`src/rtl/saph_float_stepper.sv`:
```
// saph_float_stepper
// Multi-channel floating-point stepper for the rasterizer. Each channel holds
// a running float value. A latch loads the init values. Each count pulse
// queues one step, and a queued step adds (or subtracts) the channel increment
// using one external fixed-latency FP adder per channel. Every channel is
// independent of the others and has at most one add in flight.
//
// Ports:
//   clk       core clock
//   rst       synchronous reset, active-low
//   latch     load init into all channels, discard queued and in-flight steps
//   count     per-channel step request (one step per cycle high)
//   dir       per-channel direction, 0 = add inc, 1 = subtract inc
//   init      initial values, channel c at [c*WIDTH +: WIDTH]
//   inc       increment values, same packing
//   cur       current values, same packing
//   ready     no steps pending or in flight on any channel
//   ovf       sticky per-channel flag: a count pulse was dropped (queue full)
//   add_trig  per-channel adder start
//   add_lhs   adder left operand (current value)
//   add_rhs   adder right operand (increment, sign flipped when dir=1)
//   add_res   adder result, valid LATENCY cycles after add_trig
module saph_float_stepper #(
  parameter int CHANNELS    = 2,
  parameter int WIDTH       = 32,
  parameter int LATENCY     = 3,
  parameter int MAX_PENDING = 3
) (
  input  logic                      clk,
  input  logic                      rst,
  input  logic                      latch,
  input  logic [CHANNELS-1:0]       count,
  input  logic [CHANNELS-1:0]       dir,
  input  logic [CHANNELS*WIDTH-1:0] init,
  input  logic [CHANNELS*WIDTH-1:0] inc,
  output logic [CHANNELS*WIDTH-1:0] cur,
  output logic                      ready,
  output logic [CHANNELS-1:0]       ovf,
  output logic [CHANNELS-1:0]       add_trig,
  output logic [CHANNELS*WIDTH-1:0] add_lhs,
  output logic [CHANNELS*WIDTH-1:0] add_rhs,
  input  logic [CHANNELS*WIDTH-1:0] add_res
);

  localparam int PW = $clog2(MAX_PENDING + 1);

  logic [CHANNELS-1:0] idle;

  for (genvar c = 0; c < CHANNELS; c++) begin : g_ch
    logic [WIDTH-1:0]   cur_q, cur_d;
    logic [PW-1:0]      pend_q, pend_d;
    logic [LATENCY-1:0] infl_q, infl_d;
    logic               ovf_q, ovf_d;
    logic               busy, issue, room, acc;

    always_comb begin
      busy  = |infl_q;
      issue = !busy && (pend_q != '0) && !latch && rst;
      // An issue frees a slot at the same edge, so a full queue still
      // accepts a pulse in the issue cycle.
      room  = (pend_q < PW'(MAX_PENDING)) || issue;
      acc   = count[c] && !latch && room;

      cur_d  = cur_q;
      pend_d = pend_q + PW'(acc) - PW'(issue);
      // Bit k set means an add issued k+1 edges ago; the top bit marks the
      // cycle in which the adder result is valid.
      infl_d = (infl_q << 1) | LATENCY'(issue);
      ovf_d  = ovf_q | (count[c] && !latch && !room);

      if (infl_q[LATENCY-1]) begin
        cur_d = add_res[c*WIDTH +: WIDTH];
      end

      if (latch) begin
        cur_d  = init[c*WIDTH +: WIDTH];
        pend_d = '0;
        infl_d = '0;
        ovf_d  = 1'b0;
      end
    end

    always_ff @(posedge clk) begin
      if (!rst) begin
        cur_q  <= '0;
        pend_q <= '0;
        infl_q <= '0;
        ovf_q  <= 1'b0;
      end else begin
        cur_q  <= cur_d;
        pend_q <= pend_d;
        infl_q <= infl_d;
        ovf_q  <= ovf_d;
      end
    end

    assign cur[c*WIDTH +: WIDTH]     = cur_q;
    assign ovf[c]                    = ovf_q;
    assign add_trig[c]               = issue;
    assign add_lhs[c*WIDTH +: WIDTH] = cur_q;
    assign add_rhs[c*WIDTH +: WIDTH] = {inc[c*WIDTH + WIDTH - 1] ^ (dir[c] & issue),
                                        inc[c*WIDTH +: WIDTH-1]};
    assign idle[c]                   = !busy && (pend_q == '0);
  end

  assign ready = &idle;

endmodule

```
`config.mk`:
```
export PLATFORM = sky130hd
export DESIGN_NAME = saph_float_stepper
export DESIGN_NICKNAME = d
export VERILOG_FILES = /design/src/rtl/saph_float_stepper.sv
export SDC_FILE = /design/constraint.sdc
export NUM_CORES = 1
export LEC_CHECK = 0
export CAP_MARGIN = 10
export CORE_AREA = 2 2 155 157
export DETAILED_ROUTE_END_ITERATION = 12
export DIE_AREA = 0 0 157 159
export PLACE_DENSITY = 0.54
export SYNTH_ARGS = -nofsm -noshare
export SYNTH_HDL_FRONTEND = slang
export SYNTH_SLANG_ARGS = --single-unit
```
`constraint.sdc`:
```
create_clock -name clk -period 3.6 [get_ports clk]
set_clock_uncertainty 0.15 [all_clocks]
set_input_delay 1.08 -clock clk [delete_from_list [all_inputs] [get_ports clk]]
set_output_delay 1.08 -clock clk [all_outputs]
set_load 0.02 [all_outputs]
```
Word level (Yosys, flattened, before mapping) --
Cells that the tools add are included.
Cells by class: $add $sub $neg 4, magnitude comparators 2, multiplexer cells 4, bitwise operators 9, reductions and logical operators 31
Operators with widths (count):
- two-way mux 32 bit | 4
- logical AND 1 bit | 14
- nonzero test 2 bit | 4
- OR 3 x 1 -> 3 bit | 2
- OR reduction 3 bit | 2
- zero test 1 bit | 5
- adder 2 x 1 -> 2 bit | 2
- zero test 2 bit | 2
- < comparator 2 bit, second input constant | 2
- subtractor 2 x 1 -> 2 bit | 2
- AND 1 bit | 2
- logical OR 1 bit | 2
- OR 1 bit | 2
- AND reduction 2 bit | 1
- OR reduction 2 bit | 1
- bitwise XOR 1 bit | 2
- NOT 1 bit | 1
Word-level totals: flip-flop bits (word level) 76, input port bits 199, output and inout bits 197, word-level logic and storage cells 58

Logic depth before layout (Yosys ltp) --
depth after elaboration 9, mapped depth 11, mapped depth without buffers 9

Least setup slack after synthesis --
OpenSTA, ideal clock, no wires.
path type input-to-output, start input latch, end output add_rhs[63], arrival time 2030 ps, data required time 2370 ps, slack 340 ps, stages on the path 4, buffers on the path 1, cell sequence buf_2 > nand2b_1 > nor3_1 > xor2_1
On the way: cells in the longest elaborated chain, start to end 5
RTL lines:
- from (decl) | RTL line 31 | input logic latch,
- zero test 1 bit | RTL line 58 | issue = !busy && (pend_q != '0) && !latch && rst;
- logical AND 1 bit (2 in a row) | RTL line 58
- AND 1 bit | RTL line 101 | assign add_rhs[c*WIDTH +: WIDTH] = {inc[c*WIDTH + WIDTH - 1] ^ (dir[c] & issue),
- bitwise XOR 1 bit | RTL line 101
- to (decl) | RTL line 41 | output logic [CHANNELS*WIDTH-1:0] add_rhs,
Every way passes these cells.

Worst setup path after layout --
start input dir[0], end output add_rhs[31]
On the way: cells in the longest elaborated chain, start to end 2
RTL lines:
- from (decl) | RTL line 33 | input logic [CHANNELS-1:0] dir,
- AND 1 bit | RTL line 101
- bitwise XOR 1 bit | RTL line 101
Every way passes these cells.

==> reports/results.ini <==
[run_status]
outcome=finished, final reports clean

[worst_setup_path]
worst_ep_arrival_time_ns=2.30
reg2reg_setup_slack_ns=1.39
critical_path.max_fanout=1
cp_slowest_stage_delay_ns=0.47
setup.worst_path.class=primary input to output pin
cp_endpoint_kind=output pin
cp.required_ns=2.37
critPathSlowestCell=sky130_fd_sc_hd__clkdlybuf4s50_1
cp_cell_instances=clkdlybuf4s50_1, nor4b_4, xor2_1, dlygate4sd2_1
setup_crit_start_kind=primary input

[final_layout]
postLayoutCellArea_sq_um=6910
regArea_sq_um=1520
antenna_cells=0
finish.net_count=872
layout.cells.most_common=sky130_fd_sc_hd__clkdlybuf4s50_1
leading_cell_types_in_the_layout_fill_and_taps_excluded=265 x sky130_fd_sc_hd__clkdlybuf4s50_1, 74 x sky130_fd_sc_hd__dfxtp_1, 72 x sky130_fd_sc_hd__and2_1, 67 x sky130_fd_sc_hd__nand2_1, 65 x sky130_fd_sc_hd__o21ai_0
layout.core_utilization_pct=29.8
multi_input_comb_area_sq_um=1910
finish.cell_count_without_fillers=993
fillCellCount=2458
layout-drive-gt1-share_pct=4.30
areaGrowthSynthToFinish_pct=51.7

[cts]
holdBufCountCts=0
ctsLongestPathBuffers=2
cts_inserted_buffers=9
path_clk_slew_ns=0.06
root_buffer=sky130_fd_sc_hd__clkbuf_16
cts_max_level=3
clock_insertion_delay_worst_skew_ns=0.33
clock_sink_count=76
tritoncts=yes

[power]
irDropWorstVdd_mv=0.141
static-leakage-power_nw=2.47
cellPowerDensity_nw_per_um2=352

[yosys]
yosysUniqueCellTypes=21
ys_warn_count=0
yosys_most_used_dff=sky130_fd_sc_hd__dfxtp_1
syn_area_per_cell_sq_um=8.42
synth.cell_area_sq_um=4560
synth-seq-area-share_pct=33.4
ys_async_sr_fraction_pct=0
synth.ff_latch_count=76
synthCells=541
synth.net_count=744
synth_enable_flop_cells=0

[global_route]
grt_max_degree=94
track_usage_pct=11.1
first_global_vias=3850
grt_antenna_before_repair=1
grt_overflow_total=0
grt_pass1_wl_mm=21.3

[sta]
achievable-frequency_ghz=0.283
finalWorstSetupSlack_ns=0.0721
finalMaxSlewViolations=0
final.min_clock_period_ns=3.53
grt_setup_unrepaired=no
timing_worst_slew_pin_value_ns=0.851
timing.slew.headroom_pct=43.3
finalSetupViolations=0
hold_viol_final=0
finalSetupTns_ns=0
final_min_period_over_clock_period_pct=98.0

[drt]
route.final.wire_length_mm=14.1
routed.top_layer=met5
via_count=3807
drt_first_iter_violations=102
met2RoutedLength_mm=6.79
detail-route-antenna-nets=0
avgViaCountPerCell=3.83
wl_met1_mm=5.84
detail_route.first_pass.iterations=4
detailed_route_wirelength_on_metal3_mm=1.07
drc_errors=0
routed_wire_length_per_instance_um=14.2

[place]
place_hpwl_mm=10.2
placed_instances=977
placement.cell_area_sq_um=6610
worst_slack_at_placement_ns=-0.216
finalWeightedCongestion=0.695
placement.io_buffers=271

[floorplanning]
design.portCount=396
design.core.area_sq_um=23200
core.rowCount=56
floorplan.die.width_um=157
initial_core_util_pct=19.6
die-height_um=159
floorplan.die_area_sq_um=25000

[run]
max_cap_viol_count=0

[worst_hold_path]
holdCritPathClass=register to register

power breakdown:
part / switching, W / internal (W) / leakage, nW
clock: 0.000394 / 0.000577 / 0.148
sequential: 0.0000375 / 0.000883 / 0.626
combinational: 0.000227 / 0.000315 / 1.69
logic make-up after synthesis:
| group | count (synthesis) | synth area share, % |
|---|---|---|
| buffers and inverters | 164 | 24.7 |
| AND/OR/NAND/NOR | 160 | 18.1 |
| flip-flops | 76 | 33.4 |
| AO/OA/AOI/OAI | 69 | 7.85 |
| multiplexers | 64 | 14.1 |
| XOR/XNOR | 4 | 0.769 |
| adder cells (fa/ha/maj) | 4 | 1.10 |
repair_timing:
action	in CTS	in global routing
buffers inserted	0	0
gates resized for setup	4	0
endpoints found under the setup margin	4	0
critical path: cells and delay by family:
family                 cells  cell delay (ns)
buffers and inverters      2             0.82
AND/OR/NAND/NOR            1             0.24
XOR/XNOR                   1             0.16
state kept, by name (all words and copies together), names as in the netlist:
name / flops
g_ch.infl_q: 6
g_ch.pend_q: 4
g_ch.ovf_q: 2
g_ch.cur_q: 64
stage by stage:
| step | hold WS, ns | total power, W |
|---|---|---|
| 3_5_place_dp | 0.288 | 0.00149 |
| 6_report | 0.300 | 0.00243 |
| 2_1_floorplan | 0.273 | 0.00130 |
| 4_1_cts | 0.304 | 0.00250 |
| 5_1_grt | 0.316 | 0.00257 |
| 3_3_place_gp | 0.275 | 0.00149 |
worst paths after layout:
kind	start	to	cells after the start
max	dir[0]	add_rhs[31]	4
max reg2reg	g_ch[0].infl_q[1]	g_ch[0].pend_q[1]	9
min reg2reg	g_ch[1].infl_q[1]	g_ch[1].infl_q[2]	1
min	g_ch[1].infl_q[1]	g_ch[1].infl_q[2]	1
final cells by class:
class	instances	share of cell area (%)
repair buffers	279	39.9
multi-input cells	301	27.6
flip-flops and latches	76	22.0
well taps	319	5.77
clock buffers	11	3.66
clock inverters	5	0.851
inverters	2	0.109
cell usage after synthesis, types with 4 or more instances:
library cell | instances | area share (%)
sky130_fd_sc_hd__nor2_1 | 6 | 0.49
sky130_fd_sc_hd__nand2_1 | 67 | 5.5
sky130_fd_sc_hd__ha_1 | 4 | 1.1
sky130_fd_sc_hd__clkbuf_1 | 17 | 1.4
sky130_fd_sc_hd__o21ai_0 | 65 | 7.1
sky130_fd_sc_hd__dfxtp_1 | 76 | 33
sky130_fd_sc_hd__xor2_1 | 4 | 0.77
sky130_fd_sc_hd__buf_4 | 130 | 21
sky130_fd_sc_hd__buf_2 | 11 | 1.2
sky130_fd_sc_hd__and2_1 | 72 | 9.9
sky130_fd_sc_hd__mux2i_1 | 64 | 14
sky130_fd_sc_hd__nor3_1 | 8 | 0.88
routing by layer:
layer,global-route usage (%),vias to the layer above
li1,-,1891
met1,12.5,1696
met2,19.2,178
met3,3.40,40
met4,4.67,2
met5,0,-
Power figures use the tool's default switching activity.
